### config.mk
export PLATFORM = sky130hd
export DESIGN_NAME = clk_switch_mon
export DESIGN_NICKNAME = d
export VERILOG_FILES = /design/src/rtl/clk_switch_mon_pkg.sv /design/src/rtl/clk_switch_mon_sync.sv /design/src/rtl/clk_switch_mon.sv
export SDC_FILE = /design/constraint.sdc
export NUM_CORES = 1
export LEC_CHECK = 0
export ABC_AREA = 1
export BUFFER_PORTS_ARGS = -buffer_cell sky130_fd_sc_hd__buf_2
export CAP_MARGIN = 15
export CORE_ASPECT_RATIO = 1.25
export CORE_MARGIN = 1.5
export CORE_UTILIZATION = 55
export DETAILED_ROUTE_END_ITERATION = 8
export HOLD_SLACK_MARGIN = 0.1
export PLACE_DENSITY = 0.75
export SLEW_MARGIN = 15
export SYNTH_ARGS = -nofsm -noshare
export SYNTH_HDL_FRONTEND = slang
export SYNTH_SLANG_ARGS = --single-unit
### constraint.sdc
create_clock -name clk -period 4.2 [get_ports clk]
set_input_delay 0.84 -clock clk [delete_from_list [all_inputs] [get_ports clk]]
set_output_delay 0.84 -clock clk [all_outputs]
set_load 0.02 [all_outputs]
### src/rtl/clk_switch_mon_pkg.sv
// clk_switch_mon_pkg: shared FSM state type and fixed widths for the clock switch monitor
package clk_switch_mon_pkg;
  typedef enum logic [1:0] {S_WAIT, S_ACQ, S_LOCK, S_STOP} state_t;
  localparam int GCNT_W = 8;
  localparam int SYNC_DEPTH = 2;
endpackage

### src/rtl/clk_switch_mon_sync.sv
// clk_switch_mon_sync: SYNC_DEPTH-flop synchroniser plus edge register (clk, rst, i_d -> o_rise, o_fall, o_lvl)
module clk_switch_mon_sync
  import clk_switch_mon_pkg::*;
(
  input  logic clk,
  input  logic rst,
  input  logic i_d,
  output logic o_rise,
  output logic o_fall,
  output logic o_lvl
);
  logic [SYNC_DEPTH-1:0] r_sync;
  logic                  r_edge;
  always_ff @(posedge clk) begin
    if (rst) begin
      r_sync <= '0;
      r_edge <= 1'b0;
    end else begin
      r_sync <= {r_sync[SYNC_DEPTH-2:0], i_d};
      r_edge <= r_sync[SYNC_DEPTH-1];
    end
  end
  always_comb begin
    o_lvl  = r_sync[SYNC_DEPTH-1];
    o_rise = o_lvl & ~r_edge;
    o_fall = ~o_lvl & r_edge;
  end
endmodule

### src/rtl/clk_switch_mon.sv
// clk_switch_mon: clk_in period/width/glitch/stop/lock monitor on clk (CLK_SWITCH_MON_MINMAX_EN adds per_min/per_max)
module clk_switch_mon
  import clk_switch_mon_pkg::*;
#(
  parameter int CNT_W     = 10,
  parameter int MIN_PULSE = 2,
  parameter int TOL       = 1,
  parameter int STABLE_N  = 4,
  parameter int TIMEOUT   = 512
) (
  input  logic              clk,
  input  logic              rst,
  input  logic              clk_in,
  input  logic              clr,
  output logic [CNT_W-1:0]  period,
  output logic [CNT_W-1:0]  high_w,
  output logic [CNT_W-1:0]  low_w,
  output logic              meas_vld,
  output logic              locked,
  output logic              freq_chg,
  output logic              stopped,
  output logic              glitch,
  output logic [GCNT_W-1:0] glitch_cnt
`ifdef CLK_SWITCH_MON_MINMAX_EN
  ,
  output logic [CNT_W-1:0]  per_min,
  output logic [CNT_W-1:0]  per_max
`endif
);
  localparam logic [CNT_W-1:0] CMAX  = '1;
  localparam logic [CNT_W-1:0] MIN_V = CNT_W'(MIN_PULSE);
  localparam logic [CNT_W-1:0] TOL_V = CNT_W'(TOL);
  localparam logic [CNT_W-1:0] TO_V  = CNT_W'(TIMEOUT);
  localparam int               SW    = $clog2(STABLE_N + 1);
  localparam logic [SW-1:0]    STAB_V = SW'(STABLE_N);
  state_t            r_state, w_state_nx;
  logic [CNT_W-1:0]  r_ph_cnt, r_hi_tmp, r_prev_per, w_per, w_diff;
  logic [CNT_W:0]    w_sum;
  logic [SW-1:0]     r_stab_cnt, w_stab_nx;
  logic [GCNT_W-1:0] w_gbase;
  logic              w_rise, w_fall, w_lvl, w_edge, w_active, w_glitch, w_meas, w_tout, w_tol_ok;
  clk_switch_mon_sync u_sync (
    .clk    (clk),
    .rst    (rst),
    .i_d    (clk_in),
    .o_rise (w_rise),
    .o_fall (w_fall),
    .o_lvl  (w_lvl)
  );
  always_comb begin
    w_edge    = w_rise | w_fall;
    w_active  = r_state == S_ACQ || r_state == S_LOCK;
    w_glitch  = w_active && w_edge && r_ph_cnt < MIN_V;
    w_sum     = {1'b0, r_hi_tmp} + {1'b0, r_ph_cnt};
    w_per     = w_sum[CNT_W] ? CMAX : w_sum[CNT_W-1:0];
    // at a rise r_ph_cnt holds the just-completed low phase; r_hi_tmp still holds a runt high, which discards the period
    w_meas    = w_active && w_rise && !w_glitch && r_hi_tmp >= MIN_V;
    w_diff    = w_per >= r_prev_per ? w_per - r_prev_per : r_prev_per - w_per;
    // stab 0 means no previous valid period to compare with
    w_tol_ok  = r_stab_cnt != '0 && w_diff <= TOL_V;
    w_stab_nx = !w_tol_ok ? SW'(1) : r_stab_cnt >= STAB_V ? STAB_V : r_stab_cnt + SW'(1);
    w_tout    = r_state != S_STOP && !w_edge && r_ph_cnt >= TO_V;
    w_gbase   = clr ? '0 : glitch_cnt;
  end
  always_ff @(posedge clk) begin
    if (rst) r_state <= S_WAIT;
    else     r_state <= w_state_nx;
  end
  always_comb begin
    w_state_nx = r_state;
    if (w_tout)         w_state_nx = S_STOP;
    else if (!w_active) w_state_nx = w_rise ? S_ACQ : r_state;
    else if (w_glitch)  w_state_nx = S_ACQ;
    else if (w_meas)    w_state_nx = w_stab_nx >= STAB_V ? S_LOCK : S_ACQ;
  end
  always_comb begin
    locked  = r_state == S_LOCK;
    stopped = r_state == S_STOP;
  end
  always_ff @(posedge clk) begin
    if (rst) begin
      r_ph_cnt   <= '0;
      r_hi_tmp   <= '0;
      r_prev_per <= '0;
      r_stab_cnt <= '0;
      period     <= '0;
      high_w     <= '0;
      low_w      <= '0;
      meas_vld   <= 1'b0;
      freq_chg   <= 1'b0;
      glitch     <= 1'b0;
      glitch_cnt <= '0;
    end else begin
      r_ph_cnt   <= w_edge ? CNT_W'(1) : r_ph_cnt == CMAX ? CMAX : r_ph_cnt + CNT_W'(1);
      r_hi_tmp   <= w_edge && !w_lvl ? r_ph_cnt : r_hi_tmp;
      r_prev_per <= w_meas ? w_per : r_prev_per;
      r_stab_cnt <= w_meas ? w_stab_nx : w_active && !w_glitch && !w_tout ? r_stab_cnt : '0;
      period     <= w_meas ? w_per : period;
      high_w     <= w_meas ? r_hi_tmp : high_w;
      low_w      <= w_meas ? r_ph_cnt : low_w;
      meas_vld   <= w_meas;
      freq_chg   <= r_state == S_LOCK && (w_glitch || (w_meas && !w_tol_ok));
      // a glitch coinciding with clr counts from the cleared value
      glitch     <= w_glitch || (glitch && !clr);
      glitch_cnt <= w_glitch && w_gbase != '1 ? w_gbase + GCNT_W'(1) : w_gbase;
    end
  end
`ifdef CLK_SWITCH_MON_MINMAX_EN
  logic [CNT_W-1:0] w_min_b, w_max_b;
  always_comb begin
    w_min_b = clr ? CMAX : per_min;
    w_max_b = clr ? '0 : per_max;
  end
  always_ff @(posedge clk) begin
    if (rst) begin
      per_min <= CMAX;
      per_max <= '0;
    end else begin
      per_min <= w_meas && w_per < w_min_b ? w_per : w_min_b;
      per_max <= w_meas && w_per > w_max_b ? w_per : w_max_b;
    end
  end
`endif
endmodule

==> run summary, run 1 <==
DR pass1 iterations: 5
Commonest cells after routing, fill and taps aside: 151 x nand2_1, 112 x inv_1, 75 x a21oi_1
Top FF cell, synth: dfxtp_1
Slew @ Worst Pin: 0.9538 ns
Post-CTS resize count: 0
Total grt overflow: 0
Avg WL per Cell: 14.16 um
CP arrival: 4.04 ns
Met2 Use GR: 0.5353
Routability Congestion: 0.9577
Initial Utilization: 0.5698
# hold bufs at CTS: 0
Routed vias: 4,377
Final min period: 3.823 ns
CP Launch Type: register
Die X: 83.37 um
Core Region: 7792 um2
CP dominant cell by count: nand2_1
Slew margin rel.: 0.3634
CTS Buf Count: 9
Core Rows: 36
Vias in the first global route: 4,182
Final setup viols: 0
Leak: 0.002525 uW
CP max FO: 10
Bufs on Longest Clock Path: 2
Worst Clk Skew: 0.008850 ns
Setup crit end kind: register
Total global routing track utilization: 0.2773
Unrepaired setup endpoints after global routing: false
Pins over their slew limit: 0
Met1 Resource Use GR: 0.2950
Final Hold Fails: 0
Final instance area: 4964 um2
Later-pin clock latency in the skew report: 0.35 ns
Io pins: 47
Worst hold path class: reg -> reg
Delay-heaviest family, CP: simple AND/OR/NAND/NOR gates
Critical path, cell by cell: ha_1 -> inv_1 -> o21ai_0 -> a221oi_1 -> nand3_1 -> inv_1 -> o21ai_0 -> ha_1 -> nand2_1 -> nand3_1 -> nand3_1 -> nand2_1 -> nand2_1 -> nand2_1 -> nand3_1 -> nand2_1 -> nand3_2 -> o21ai_0 -> a21oi_1
Clock Root Buffer: clkbuf_8
Syn avg cell area: 6.657 um2
Cell Area, Synth: 4441 um2
Post-DP Area: 4735 um2
Net Count, Synth: 711
Gr busiest metal: met2
Largest net degree at the start of global routing: 39
Status: complete, no violations
Commonest non-fill, non-tap cell in the layout: nand2_1
Hpwl dp: 8893 um
Crit path max-delay cell type: ha_1
Proportion of layout cells with a drive suffix above 1: 0.1203
Sum Neg Setup Slack: 0 ns
Sequential area share after synthesis: 0.3111
Fraction of registers with async set/reset: 0
Critical Path RT: 4.42 ns
Clock transition at path regs: 0.07 ns
Period utilization: 0.9102
Postcts setup bufs: 0
Synth unique cells: 36
DRC Markers: 0
IO Port Bufs: 46
Layout area overhead: 11.78%
First-pass GRT wire length: 18,990 um
Buf/Inv on CP: 2
Die height: 103.5 um
Clock Sinks: 69
Initial antenna violation count: 0
Delay of the slowest critical-path stage: 0.54 ns
Worst VDD drop: 288.6 uV
Grt met3 use: 0.04524
CTS tree: done
Final antenna diode count: 0
Max-Cap Viols: 0
#FFs+latches synth: 69
WS Path Type: reg -> reg
Die ar.: 8625 um2
Yosys warning total: 0
Via density: 5.404
Post-synth EDFFs: 0
Starting DRC count in detailed routing: 206
Peak Freq: 0.2616 GHz
Final #Nets: 754
Antenna Nets Post-Route: 0
Routed WL: 11,470 um
H-Tree Depth: 3
PD cells: 377.1 nW/um2
Post-synthesis cell count: 667
[state kept, by name (all words and copies together), names as in the netlist, 3 cells and up]
signal / cells
high_w: 10
low_w: 10
r_hi_tmp: 10
r_ph_cnt: 10
r_stab_cnt: 3
r_prev_per: 10
glitch_cnt: 8
[metrics by stage]
stage | total power (uW) | hold slack [ns] | cells | setup slack [ns] | utilization
floorplan | 1138 | 0.3883 | 667 | 1.032 | -
global placement | 1249 | 0.4012 | 794 | 0.4995 | 0.6076
detailed placement | 1263 | 0.3988 | 794 | 0.4135 | 0.6076
CTS | 1872 | 0.4112 | 810 | 0.3784 | 0.6366
global route | 1990 | 0.4513 | 810 | 0.02101 | 0.6370
finish | 1872 | 0.4118 | 810 | 0.3771 | 0.6370
[synthesized netlist by cell type (3+ instances only)]
cell / number / area [um2]
nor2_1: 46 / 172.7
nand4_1: 9 / 56.30
o21ai_0: 45 / 225.2
xor2_1: 9 / 78.83
nor3_1: 7 / 35.03
xnor2_1: 3 / 26.28
nand2_2: 7 / 43.79
inv_2: 4 / 15.01
ha_1: 37 / 462.9
dfxtp_1: 69 / 1381
nand3_1: 48 / 240.2
fa_1: 3 / 60.06
a21oi_1: 75 / 375.4
nand3_2: 4 / 40.04
nand2_1: 151 / 566.8
clkbuf_1: 12 / 45.04
inv_1: 112 / 420.4
[metal layers]
layer,part of all wire,wire length (um)
met1,0.41,4690
met2,0.52,5984
met3,0.034,388
met4,0.035,405
met5,0,0
[power by group]
group | switching [uW] | leakage [uW] | internal [uW]
clock | 247 | 0.000110 | 367
sequential | 22.1 | 0.000558 | 681
combinational | 372 | 0.00186 | 182
total | 641 | 0.00253 | 1230
[path summary, 6_finish.rpt]
check	startpoint	end	slack, ns	depth (start not counted)
max	r_ph_cnt[7]$_SDFF_PP0_	r_stab_cnt[0]$_SDFFE_PP0P_	0.38	19
min	u_sync.r_sync[0]$_SDFF_PP0_	u_sync.r_sync[1]$_SDFF_PP0_	0.41	2
max reg2reg	r_ph_cnt[7]$_SDFF_PP0_	r_stab_cnt[0]$_SDFFE_PP0P_	0.38	19
min reg2reg	u_sync.r_sync[0]$_SDFF_PP0_	u_sync.r_sync[1]$_SDFF_PP0_	0.41	2
[cells by family (layout without fill, tap and decap cells)]
kind of cell,Yosys count,count (layout),synth area share
AO/OA/AOI/OAI,132,132,0.1547
buffers and inverters,131,179,0.1121
flip-flops,69,69,0.3111
adder cells (fa/ha/maj),40,40,0.1178
AND/OR/NAND/NOR,283,283,0.2806
XOR/XNOR,12,12,0.02367
[tightest hold or removal path, cell delays in order (launching register included)]
cell and delay [ns]:
dfxtp_1 0.30, inv_1 0.04, nor2_1 0.03
[layout make-up]
cell class,count,area (um2)
clock inverters,3,67.56
well taps,95,118.9
inverters,116,435.4
repair buffers,47,237.7
flip-flops and latches,69,1381
clock buffers,13,158.9
multi-input cells,467,2564
fillers,721,2829
No activity file was read; power rests on OpenSTA's default activity.
==> run 2, diff against run 1 <==
CTS_BUF_LIST = sky130_fd_sc_hd__clkbuf_2   (was not set)
REMOVE_ABC_BUFFERS = 1   (was not set)
SLEW_MARGIN = not set   (was 15)
==> run summary, run 2 (synthesis gave the netlist of run 1 again) <==
Max-Cap Viols: 0 (unchanged)
Final min period: 3.702 ns (was 3.823 ns)
Core Rows: 36 (unchanged)
Worst Clk Skew: 0.02853 ns (was 0.008850 ns)
Antenna Nets Post-Route: 0 (unchanged)
Via density: 5.322 (was 5.404)
Worst VDD drop: 190.5 uV (was 288.6 uV)
Clock Root Buffer: clkbuf_2 (was clkbuf_8)
DRC Markers: 0 (unchanged)
Bufs on Longest Clock Path: 2 (unchanged)
Setup crit end kind: register (unchanged)
Die ar.: 8625 um2 (unchanged)
Unrepaired setup endpoints after global routing: false (unchanged)
Commonest non-fill, non-tap cell in the layout: nand2_1 (unchanged)
Worst hold path class: reg -> reg (unchanged)
Commonest cells after routing, fill and taps aside: 151 x nand2_1, 112 x inv_1, 75 x a21oi_1 (unchanged)
Total grt overflow: 0 (unchanged)
Largest net degree at the start of global routing: 35 (was 39)
Area occupied by multi-input gates: 2561 um2 (was 2564 um2)
CTS Buf Count: 9 (unchanged)
FILL cells: 744 (was 721)
Later-pin clock latency in the skew report: 0.54 ns (was 0.35 ns)
Sequential cell area: 1381 um2 (unchanged)
Postcts setup bufs: 0 (unchanged)
Final setup viols: 0 (unchanged)
Sum Neg Setup Slack: 0 ns (unchanged)
Final antenna diode count: 0 (unchanged)
CTS tree: done (unchanged)
Final instance area: 4841 um2 (was 4964 um2)
CP max FO: 7 (was 10)
Core Region: 7792 um2 (unchanged)
Die height: 103.5 um (unchanged)
Period utilization: 0.8815 (was 0.9102)
Final Hold Fails: 0 (unchanged)
Vias in the first global route: 4,122 (was 4,182)
Proportion of layout cells with a drive suffix above 1: 0.1189 (was 0.1203)
Critical Path RT: 4.64 ns (was 4.42 ns)
Post-DP Area: 4735 um2 (unchanged)
Clock transition at path regs: 0.19 ns (was 0.07 ns)
Final Util: 0.6212 (was 0.6370)
Slew @ Worst Pin: 0.9129 ns (was 0.9538 ns)
Routed WL: 10,620 um (was 11,470 um)
DR pass1 iterations: 4 (was 5)
PD cells: 334.0 nW/um2 (was 377.1 nW/um2)
Slew margin rel.: 0.3907 (was 0.3634)
Clock Sinks: 69 (unchanged)
Final #Nets: 754 (unchanged)
IO Port Bufs: 46 (unchanged)
Starting DRC count in detailed routing: 188 (was 206)
H-Tree Depth: 3 (unchanged)
Routed vias: 4,311 (was 4,377)
Die X: 83.37 um (unchanged)
Peak Freq: 0.2701 GHz (was 0.2616 GHz)
# hold bufs at CTS: 0 (unchanged)
Status: complete, no violations (unchanged)
Post-CTS resize count: 0 (unchanged)
Hpwl dp: 8243 um (was 8893 um)
WS Path Type: reg -> reg (unchanged)
Leak: 0.002486 uW (was 0.002525 uW)
Initial Utilization: 0.5698 (unchanged)
Total global routing track utilization: 0.2547 (was 0.2773)
Avg WL per Cell: 13.11 um (was 14.16 um)
Initial antenna violation count: 0 (unchanged)
Hold WS: 0.4480 ns (was 0.4118 ns)
First-pass GRT wire length: 17,690 um (was 18,990 um)
CP arrival: 4.14 ns (was 4.04 ns)
Layout area overhead: 9.017% (was 11.78%)
Pins over their slew limit: 0 (unchanged)
CP Launch Type: register (unchanged)
Io pins: 47 (unchanged)
Routability Congestion: 0.9437 (was 0.9577)
## run 2: metal layers
layer	part of all wire	GRT usage
met1	0.42	0.2861
met2	0.52	0.4747
met3	0.034	0.03492
met4	0.030	0.1346
met5	0	0
## run 2: layout make-up
| type | instances | area share |
|---|---|---|
| clock buffer | 11 | 0.01137 |
| clock inverter | 5 | 0.01060 |
| inverter | 116 | 0.08995 |
| multi-input combinational | 467 | 0.5291 |
| sequential | 69 | 0.2853 |
| tap | 95 | 0.02455 |
| timing repair buffer | 47 | 0.04911 |
## run 2: power by group
part           total (uW)  switching (uW)  internal [uW]
Sequential            703            20.2            682
Clock                 370             232            139
Combinational         544             363            181
## run 2: path summary, 6_finish.rpt
check                                                  from                          end  slack, ns  depth (start not counted)
worst max register to register       r_ph_cnt[0]$_SDFF_PP0_   r_stab_cnt[0]$_SDFFE_PP0P_       0.50                         22
worst min register to register  u_sync.r_sync[0]$_SDFF_PP0_  u_sync.r_sync[1]$_SDFF_PP0_       0.45                          2
worst max-delay path                 r_ph_cnt[0]$_SDFF_PP0_   r_stab_cnt[0]$_SDFFE_PP0P_       0.50                         22
worst min-delay path            u_sync.r_sync[0]$_SDFF_PP0_  u_sync.r_sync[1]$_SDFF_PP0_       0.45                          2
## run 2: worst max-delay path, cell delays in order, from the launching register on
cell and delay, ns:
dfxtp_1 0.45, ha_1 0.24, inv_1 0.09, fa_1 0.39, inv_1 0.13, a21oi_1 0.10
o21ai_0 0.20, nand2_1 0.10, nand2_1 0.07, nand2_1 0.04, nand2_1 0.05, nand2_1 0.09
ha_1 0.39, nand2_1 0.13, inv_1 0.06, a21oi_1 0.14, nand2_1 0.09, a21oi_1 0.24
nand2_1 0.09, nand2_1 0.08, nand3_2 0.10, o21ai_0 0.23, a21oi_1 0.09
## run 2: per-stage QoR
step           cells  setup slack [ns]  power, uW
6_report         810            0.4979       1617
5_1_grt          810           0.02845       1721
4_1_cts          810            0.5033       1624
3_5_place_dp     794            0.5483       1255
3_3_place_gp     794            0.6306       1244
2_1_floorplan    652             1.034       1130
